`src/rtl/ctrl_unit_pipe.sv`:
```
// ctrl_unit_pipe: decode-to-EX control unit for a 5-stage MIPS-style pipe.
// Decodes the instruction in decode, registers the EX control word, tracks an
// in-flight multiply (MULT) and resolves branches one cycle after issue (BR).
// Optional feature: define CTRL_UNIT_GPIO_EN to map srl/sra with shamt 0 onto
// GPIO write/read enables; undefined, those decode as plain shifts.
module ctrl_unit_pipe #(
    parameter int unsigned MULT_CYCLES = 4,
    parameter int unsigned ALU_OP_W    = 4
) (
    input  logic                clk,
    input  logic                rst,
    input  logic                valid_in,
    input  logic [31:0]         instr_in,
    input  logic                zero_EX,
    output logic [ALU_OP_W-1:0] alu_op,
    output logic [4:0]          shamt_EX,
    output logic                enhilo_EX,
    output logic                regwrite_EX,
    output logic                rdrt_EX,
    output logic                memwrite_EX,
    output logic [1:0]          regsel_EX,
    output logic [1:0]          alu_src_EX,
    output logic                gpio_out_EX,
    output logic                gpio_in_EX,
    output logic                pc_src_EX,
    output logic                stall_FETCH,
    output logic                busy_o
);

    typedef enum logic [1:0] {S_RUN, S_MULT, S_BR} state_t;

    typedef struct packed {
        logic [3:0] op;
        logic [4:0] shamt;
        logic       enhilo;
        logic       regwrite;
        logic       rdrt;
        logic       memwrite;
        logic [1:0] regsel;
        logic [1:0] alu_src;
    } ex_t;

    localparam logic [3:0] MULT_LOAD = 4'(MULT_CYCLES - 1);

    state_t     state_q, state_d;
    logic [3:0] cnt_q, cnt_d;
    logic       br_bne_q, br_bne_d;
    logic       pc_src_q, pc_src_d;
    ex_t        ex_q, ex_d;

    ex_t        dec;
    logic       dec_ok, dec_mult, dec_hazard, dec_br, dec_bne;
    logic [5:0] opcode, funct;
    logic [4:0] sh;
    logic       taken, flush, mult_pend, accept;

`ifdef CTRL_UNIT_GPIO_EN
    logic dec_gpio_out, dec_gpio_in;
    logic gpio_out_d, gpio_in_d, gpio_out_q, gpio_in_q;
`endif

    assign opcode = instr_in[31:26];
    assign funct  = instr_in[5:0];
    assign sh     = instr_in[10:6];

    // Instruction decode: control word for the decode-stage instruction.
    always_comb begin
        dec        = '0;
        dec_ok     = 1'b0;
        dec_mult   = 1'b0;
        dec_hazard = 1'b0;
        dec_br     = 1'b0;
        dec_bne    = 1'b0;
`ifdef CTRL_UNIT_GPIO_EN
        dec_gpio_out = 1'b0;
        dec_gpio_in  = 1'b0;
`endif
        if (instr_in != '0) begin
            case (opcode)
                6'b000000: begin
                    dec_ok       = 1'b1;
                    dec.regwrite = 1'b1;
                    case (funct)
                        6'b100000, 6'b100001: dec.op = 4'b0100;
                        6'b100010, 6'b100011: dec.op = 4'b0101;
                        6'b100100: dec.op = 4'b0000;
                        6'b100101: dec.op = 4'b0001;
                        6'b100110: dec.op = 4'b0011;
                        6'b100111: dec.op = 4'b0010;
                        6'b101010: dec.op = 4'b1100;
                        6'b101011: dec.op = 4'b1101;
                        6'b000000: begin
                            dec.op    = 4'b1000;
                            dec.shamt = sh;
                        end
                        6'b000010: begin
                            dec.op    = 4'b1001;
                            dec.shamt = sh;
`ifdef CTRL_UNIT_GPIO_EN
                            if (sh == 5'd0) begin
                                dec_gpio_out = 1'b1;
                                dec.regwrite = 1'b0;
                            end
`endif
                        end
                        6'b000011: begin
                            dec.op    = 4'b1010;
                            dec.shamt = sh;
`ifdef CTRL_UNIT_GPIO_EN
                            if (sh == 5'd0) begin
                                dec_gpio_in = 1'b1;
                                dec.regsel  = 2'd1;
                            end
`endif
                        end
                        6'b010000: begin
                            dec.op     = 4'b1000;
                            dec.regsel = 2'd1;
                            dec_hazard = 1'b1;
                        end
                        6'b010010: begin
                            dec.op     = 4'b1000;
                            dec.regsel = 2'd2;
                            dec_hazard = 1'b1;
                        end
                        6'b011000, 6'b011001: begin
                            dec.op       = funct[0] ? 4'b0111 : 4'b0110;
                            dec.regwrite = 1'b0;
                            dec.enhilo   = 1'b1;
                            dec_mult     = 1'b1;
                            dec_hazard   = 1'b1;
                        end
                        default: dec_ok = 1'b0;
                    endcase
                end
                6'b001000, 6'b001001, 6'b001100, 6'b001101,
                6'b001110, 6'b001010, 6'b001111: begin
                    dec_ok       = 1'b1;
                    dec.rdrt     = 1'b1;
                    dec.regwrite = 1'b1;
                    dec.alu_src  = 2'd2;
                    case (opcode)
                        6'b001000, 6'b001001: begin
                            dec.op      = 4'b0100;
                            dec.alu_src = 2'd1;
                        end
                        6'b001100: dec.op = 4'b0000;
                        6'b001101: dec.op = 4'b0001;
                        6'b001110: dec.op = 4'b0011;
                        6'b001010: begin
                            dec.op      = 4'b1100;
                            dec.alu_src = 2'd1;
                        end
                        default: begin
                            dec.op    = 4'b1000;
                            dec.shamt = 5'd16;
                        end
                    endcase
                end
                6'b101011: begin
                    dec_ok       = 1'b1;
                    dec.op       = 4'b0100;
                    dec.alu_src  = 2'd1;
                    dec.memwrite = 1'b1;
                end
                6'b100011: begin
                    dec_ok       = 1'b1;
                    dec.op       = 4'b0100;
                    dec.alu_src  = 2'd1;
                    dec.rdrt     = 1'b1;
                    dec.regwrite = 1'b1;
                    dec.regsel   = 2'd3;
                end
                6'b000100, 6'b000101: begin
                    dec_ok  = 1'b1;
                    dec.op  = 4'b0101;
                    dec_br  = 1'b1;
                    dec_bne = opcode[0];
                end
                default: dec_ok = 1'b0;
            endcase
        end
    end

    // Hazard/flush resolution, next-state logic and the EX control word.
    // The multiply counter runs independently of the state so that a branch
    // issued during a multiply does not lose the remaining latency.
    always_comb begin
        taken       = (state_q == S_BR) && (br_bne_q ? !zero_EX : zero_EX);
        flush       = taken;
        mult_pend   = (state_q == S_MULT) || (cnt_q != 4'd0);
        stall_FETCH = valid_in && dec_hazard && mult_pend && !flush;
        accept      = valid_in && !stall_FETCH && !flush && dec_ok;

        ex_d     = accept ? dec : '0;
        pc_src_d = taken;
`ifdef CTRL_UNIT_GPIO_EN
        gpio_out_d = accept && dec_gpio_out;
        gpio_in_d  = accept && dec_gpio_in;
`endif

        cnt_d = (cnt_q != 4'd0) ? cnt_q - 4'd1 : 4'd0;
        if (accept && dec_mult) begin
            cnt_d = MULT_LOAD;
        end

        br_bne_d = br_bne_q;
        if (accept && dec_br) begin
            state_d  = S_BR;
            br_bne_d = dec_bne;
        end else if (cnt_d != 4'd0) begin
            state_d = S_MULT;
        end else begin
            state_d = S_RUN;
        end
    end

    // State, counter and EX output registers.
    always_ff @(posedge clk or negedge rst) begin
        if (!rst) begin
            state_q  <= S_RUN;
            cnt_q    <= 4'd0;
            br_bne_q <= 1'b0;
            pc_src_q <= 1'b0;
            ex_q     <= '0;
`ifdef CTRL_UNIT_GPIO_EN
            gpio_out_q <= 1'b0;
            gpio_in_q  <= 1'b0;
`endif
        end else begin
            state_q  <= state_d;
            cnt_q    <= cnt_d;
            br_bne_q <= br_bne_d;
            pc_src_q <= pc_src_d;
            ex_q     <= ex_d;
`ifdef CTRL_UNIT_GPIO_EN
            gpio_out_q <= gpio_out_d;
            gpio_in_q  <= gpio_in_d;
`endif
        end
    end

    assign alu_op      = ALU_OP_W'(ex_q.op);
    assign shamt_EX    = ex_q.shamt;
    assign enhilo_EX   = ex_q.enhilo;
    assign regwrite_EX = ex_q.regwrite;
    assign rdrt_EX     = ex_q.rdrt;
    assign memwrite_EX = ex_q.memwrite;
    assign regsel_EX   = ex_q.regsel;
    assign alu_src_EX  = ex_q.alu_src;
    assign pc_src_EX   = pc_src_q;
    assign busy_o      = (state_q == S_MULT);
`ifdef CTRL_UNIT_GPIO_EN
    assign gpio_out_EX = gpio_out_q;
    assign gpio_in_EX  = gpio_in_q;
`else
    assign gpio_out_EX = 1'b0;
    assign gpio_in_EX  = 1'b0;
`endif

endmodule

```
`config.mk`:
```
export PLATFORM = sky130hd
export DESIGN_NAME = ctrl_unit_pipe
export DESIGN_NICKNAME = d
export VERILOG_FILES = /design/src/rtl/ctrl_unit_pipe.sv
export SDC_FILE = /design/constraint.sdc
export NUM_CORES = 1
export LEC_CHECK = 0
export CAP_MARGIN = 10
export CORE_MARGIN = 4
export CORE_UTILIZATION = 35
export DETAILED_ROUTE_END_ITERATION = 7
export PLACE_DENSITY = 0.66
export SYNTH_ARGS = -nofsm -noshare
export SYNTH_HDL_FRONTEND = slang
export SYNTH_SLANG_ARGS = --single-unit
```
`constraint.sdc`:
```
create_clock -name clk -period 2.61 [get_ports clk]
set_input_delay 0.261 -clock clk [delete_from_list [all_inputs] [get_ports clk]]
set_output_delay 0.261 -clock clk [all_outputs]
set_load 0.05 [all_outputs]
```
==> Word level (Yosys, flattened, before mapping) <==
Index checks and enable logic that the tools add are counted.
{ "op_classes": {"addsub": 1, "eq_ne": 29, "muxes": 36, "reduce_logical": 33} }
{ "op_table": {"columns": ["op", "count"], "rows": [
  ["6-bit equality test (second input constant)", 12],
  ["4-bit one-hot mux with 11 select lines", 1],
  ["6-bit by 4-bit equality test with 1-bit output (second input constant)", 7],
  ["17-bit two-way mux", 2],
  ["32-bit nonzero test", 1],
  ["6-bit by 5-bit equality test with 1-bit output (second input constant)", 4],
  ["4-bit one-hot mux with 5 select lines", 1],
  ["1-bit two-way mux", 18],
  ["17-bit OR reduction", 1],
  ["4-bit one-hot mux with 4 select lines", 1],
  ["6-bit by 2-bit equality test with 1-bit output (second input constant)", 2],
  ["6-bit by 3-bit equality test with 1-bit output (second input constant)", 2],
  ["6-bit zero test", 2],
  ["2-bit one-hot mux with 2 select lines", 3],
  ["2-bit OR reduction", 6],
  ["11-bit OR reduction", 1],
  ["5-bit two-way mux", 2],
  ["5-bit one-hot mux with 2 select lines", 1],
  ["1-bit logical AND", 9],
  ["3-bit OR reduction", 3],
  ["4-bit two-way mux", 2],
  ["4-bit nonzero test", 2],
  ["8-bit OR reduction", 1],
  ["7-bit OR reduction", 1],
  ["other kinds (9)", 14]
]} }
{ "totals": {"in_bits": 36, "word_cells": 111, "register_bits": 25, "out_inout_bits": 22} }

==> Logic depth before layout (Yosys ltp) <==
{ "depth": {"word_depth": 17, "ltp_mapped": 7, "mapped_depth_nobuf": 5} }

==> Worst setup path before layout <==
OpenSTA, ideal clock, no wires.
{ "synth_path": {"path_type": "register to output", "startpoint": "register state_q[1]", "endpoint": "output stall_FETCH", "n_path_buf": 0, "required_ns": 2.349, "path_stages_with_launch": 5, "arrival_time_ns": 2.182, "setup_slack_ns": 0.167, "cell_sequence": "dfrtp_1 nor2b_1 nand3b_1 nand4b_1 nor2b_1"} }
{ "synth_via": {"elab_chain_cells": 4, "word_cells_on_any_way": 7, "cone_classes": "2 x eq/ne; 5 x reduce/logical"} }
{ "synth_rtl": {"columns": ["element", "line_no", "rtl"], "rows": [
  ["start: declaration", "45", "state_t state_q, state_d;"],
  ["start signal: assignment", "231", "state_q <= state_d;"],
  ["2-bit by 1-bit equality test with 1-bit output", null, null],
  ["net busy_o", "27", "output logic busy_o"],
  ["1-bit logical OR", "191", "mult_pend = (state_q == S_MULT) || (cnt_q != 4'd0);"],
  ["1-bit logical AND (2 in a row)", "192", "stall_FETCH = valid_in && dec_hazard && mult_pend && !flush;"],
  ["end: declaration", "26", "output logic stall_FETCH,"]
]} }
The timed path passes the listed nets, and every way through them passes these cells.

==> Final worst setup path <==
{ "layout_path": {"startpoint": "input instr_in[31]", "endpoint": "output stall_FETCH"} }
{ "layout_via": {"elab_chain_cells": 6, "word_cells_on_any_way": 7, "cone_classes": "2 x mux; 5 x reduce/logical"} }
{ "layout_rtl": {"columns": ["element", "line_no", "rtl"], "rows": [
  ["start: declaration", "13", "input logic [31:0] instr_in,"],
  ["6-bit zero test", "79", "case (opcode)"],
  ["1-bit two-way mux", "79", null],
  ["1-bit two-way mux *", "78", "if (instr_in != '0) begin"],
  ["1-bit logical AND * (3 in a row)", "192", null]
]} }
Mark *: on every way between the ends. The rest lies on a longest branch, timed or not.

==> impl_metrics.ini <==
[global_route]
grtUsageTotal = 0.143
grt_overflow = 0
grt_pass1_vias = 1295
grt-busiest-layer = met2
grt_max_degree = 26
gr-usage-met3 = 0.0178
gr-usage-met1 = 0.203
number_of_antenna_violations_at_the_first_check_in_global_routing = 0
use_met2 = 0.219
global_route_wire_length_before_repair_um = 6020

[cts]
cts_htree_levels = 1
clock_sink_count = 25
postCtsResizedCells = 0
cts_buffers = 3
clk_pin_slew_worst_paths_ps = 80
hold_buf_count_cts = 0
postCtsSetupRepairBufs = 0
root_buffer = sky130_fd_sc_hd__clkbuf_8
cts_tree = built
clockBufferDepth = 2
clk-insertion-delay-late_ps = 270

[power_and_ir_drop]
power_density_nw_per_um2 = 367
power.sequential.fraction = 0.497
sw_frac_of_total = 0.260
total_internal_power_mw = 0.587
static-leakage-power_nw = 0.876
power.share.combinational = 0.218
ir_worst_vdd_mv = 0.205
clock_power_share = 0.285
switchingPower_mw = 0.206
post-layout-total-power_mw = 0.792

[sta]
tightest_slew_ps = 505
setup-violations-final = 0
clock-skew-final_ps = 5.27
period_minus_slack_ps = 2400
hold_violations = 0
finalMaxSlewViolations = 0
rsz0062_at_grt = no
totalNegativeSetupSlack_ps = 0
finalHoldWorstSlack_ps = 345
relSlewSlack = 0.658
timing.final.crit_share = 0.919
fmaxAchievable_mhz = 417

[route]
number_of_nets_with_antenna_violations_after_routing = 0
routed_length_per_placed_instance_um = 14.0
number_of_optimization_iterations_in_the_first_detailed_route_pass = 4
totalWireLength_um = 3860
route.detailed.vias_per_inst = 5.32
initialDrtViolationCount = 109
detail_route.drc_violations = 0
vias = 1463

[place]
portBuffers = 55
detailedPlacementHpwl_um = 3060
gpl.final_weighted_congestion = 0.901

[finish]
layout.cells.most_common = sky130_fd_sc_hd__clkdlybuf4s50_1
fill_cells = 373
mostFrequentLayoutCells = sky130_fd_sc_hd__clkdlybuf4s50_1 (54), sky130_fd_sc_hd__dfrtp_1 (25), sky130_fd_sc_hd__nand2_1 (16)
num_antenna_cells = 0
area_delta_synth_final_pct = 44.7
total_nets_final = 262
layout_cell_share_with_drive_strength_beyond_1 = 0.0756

[synth]
syn_avg_cell_area_sq_um = 8.83
yosys.area.top_type_share = 0.419
seq_area_frac_synth = 0.419
synth_cells = 169
post_synth_instance_area_sq_um = 1490
yosys_warnings = 0
netlist-cell-type-count = 43
synthTopCellsByArea = sky130_fd_sc_hd__dfrtp_1 (42%), sky130_fd_sc_hd__nor3_1 (5.0%), sky130_fd_sc_hd__nand2_1 (4.0%), sky130_fd_sc_hd__o21ai_0 (3.4%), sky130_fd_sc_hd__a21oi_1 (3.0%)
leading_area_contributor_after_synthesis = sky130_fd_sc_hd__dfrtp_1
synth-seq-cells = 25

[floorplanning]
core-area_sq_um = 4060
design.die.area_sq_um = 5370
chipWidth_um = 73.3
initial_core_util = 0.368
total_number_of_placement_rows = 23
io-pin-count = 58
die_h_um = 73.3

[critical_path]
cp_data_arrival_time_ps = 2140
slowest_stage_delay_cp_ps = 540
start_kind = input pin
worst-r2r-cell-count = 5
endpoint_kind = output pin
timing.critical_path.slowest_stage_cell = sky130_fd_sc_hd__clkdlybuf4s50_1
reg2reg_from = br_bne_q$_DFFE_PN0P_
crit-reg2reg-capture = br_bne_q$_DFFE_PN0P_
r2r_setup_slack_ps = 920
worstPathCellList = clkdlybuf4s50_1 -> nor4_4 -> nand4_1 -> o311a_1 -> nor2b_1 -> buf_12
cp.required_ps = 2350
critPathKind = input pin to output pin
cp_max_fo = 7

[job]
cap_violations = 0

[min_path]
hold_path_class = input pin to async pin

[outcome]
status = completed
-- how the worst max path moves through the flow --
stage                         start          end  slack, ps
2_1_floorplan  state_q[1]$_DFF_PN0_  stall_FETCH        170
3_3_place_gp            instr_in[1]  stall_FETCH        270
3_5_place_dp           instr_in[31]  stall_FETCH        220
4_1_cts                instr_in[31]  stall_FETCH        220
5_1_grt                instr_in[31]  stall_FETCH        110
6_report               instr_in[31]  stall_FETCH        210
-- stage by stage --
| stage | setup slack [ps] | area (sq um) | instances | util |
|---|---|---|---|---|
| detailed placement | 220 | 2110 | 271 | 0.521 |
| finish | 213 | 2160 | 275 | 0.532 |
| CTS | 219 | 2160 | 275 | 0.532 |
| global route | 112 | 2160 | 275 | 0.532 |
| floorplan | 167 | 1500 | 170 | - |
| global placement | 273 | 2110 | 271 | 0.521 |
-- worst max-delay path: cells and delay by family --
family	cells	cell delay, ps
AND/OR/NAND/NOR	3	720
buffers and inverters	2	690
AO/OA/AOI/OAI	1	450
-- area by class of cell --
| class | count | area (sq um) | share of cell area |
|---|---|---|---|
| Clock buffer | 4 | 45.0 | 0.0209 |
| Inverter | 6 | 22.5 | 0.0104 |
| Multi-Input combinational cell | 126 | 776 | 0.359 |
| Timing Repair Buffer | 64 | 628 | 0.291 |
| Sequential cell | 25 | 626 | 0.290 |
| Tap cell | 50 | 62.6 | 0.0290 |
-- flip-flops by register name, summed over array words and instances (netlist names) --
register     cells
br_bne_q         1
regsel_EX        2
alu_src_EX       2
rdrt_EX          1
regwrite_EX      1
cnt_q            4
state_q          2
pc_src_EX        1
memwrite_EX      1
enhilo_EX        1
alu_op           4
shamt_EX         5
-- power groups by stage --
stage / clock [mW] / combinational [mW] / sequential (mW)
after detailed placement: 0 / 0.172 / 0.402
after floorplan: 0 / 0.0833 / 0.405
final: 0.226 / 0.173 / 0.394
after global placement: 0 / 0.172 / 0.402
after global routing: 0.244 / 0.189 / 0.395
after CTS: 0.229 / 0.172 / 0.394
-- cell usage after synthesis --
cell / count
sky130_fd_sc_hd__o311a_1: 1
sky130_fd_sc_hd__nor4_4: 1
sky130_fd_sc_hd__o31ai_1: 1
sky130_fd_sc_hd__a22oi_1: 2
sky130_fd_sc_hd__a221oi_1: 1
sky130_fd_sc_hd__buf_2: 4
sky130_fd_sc_hd__a211oi_1: 1
sky130_fd_sc_hd__nor4b_4: 1
sky130_fd_sc_hd__mux2_4: 1
sky130_fd_sc_hd__buf_6: 1
sky130_fd_sc_hd__a31oi_1: 1
sky130_fd_sc_hd__dfrtp_1: 25
sky130_fd_sc_hd__or3_1: 2
sky130_fd_sc_hd__nor4_1: 6
sky130_fd_sc_hd__nor2b_1: 7
sky130_fd_sc_hd__conb_1: 1
sky130_fd_sc_hd__nand3_1: 2
sky130_fd_sc_hd__nand2_1: 16
sky130_fd_sc_hd__nand4_1: 5
sky130_fd_sc_hd__a21oi_1: 9
sky130_fd_sc_hd__nor3b_1: 2
sky130_fd_sc_hd__nand2b_1: 4
sky130_fd_sc_hd__and3_1: 2
sky130_fd_sc_hd__a2bb2oi_1: 1
sky130_fd_sc_hd__clkbuf_1: 5
sky130_fd_sc_hd__xor2_1: 2
sky130_fd_sc_hd__nand2_2: 1
sky130_fd_sc_hd__or4_1: 1
sky130_fd_sc_hd__inv_1: 6
sky130_fd_sc_hd__a32oi_1: 4
sky130_fd_sc_hd__o31a_1: 1
sky130_fd_sc_hd__nand4b_1: 2
sky130_fd_sc_hd__nand3b_1: 3
sky130_fd_sc_hd__nor3_1: 15
sky130_fd_sc_hd__o22ai_1: 1
sky130_fd_sc_hd__buf_4: 3
sky130_fd_sc_hd__mux2i_1: 2
sky130_fd_sc_hd__xnor2_1: 1
sky130_fd_sc_hd__o21ai_0: 10
sky130_fd_sc_hd__nor2_1: 10
sky130_fd_sc_hd__o22a_1: 1
sky130_fd_sc_hd__and2_1: 2
sky130_fd_sc_hd__nor4b_1: 2
-- logic make-up (layout without fill, tap and decap cells) --
family | Yosys count | after routing | share of synthesized area
xor+xnor | 3 | 3 | 0.0176
buf+inv | 19 | 74 | 0.0637
compound gates | 34 | 34 | 0.146
mux | 3 | 3 | 0.0235
other cells | 1 | 2 | 0.00251
simple gates | 84 | 84 | 0.328
flops | 25 | 25 | 0.419
-- metal layers --
layer,wire length (um),vias up
li1,-,726
met4,64,0
met2,1700,63
met5,0,-
met3,340,5
met1,1750,669
(Power assumes the default switching activity.)
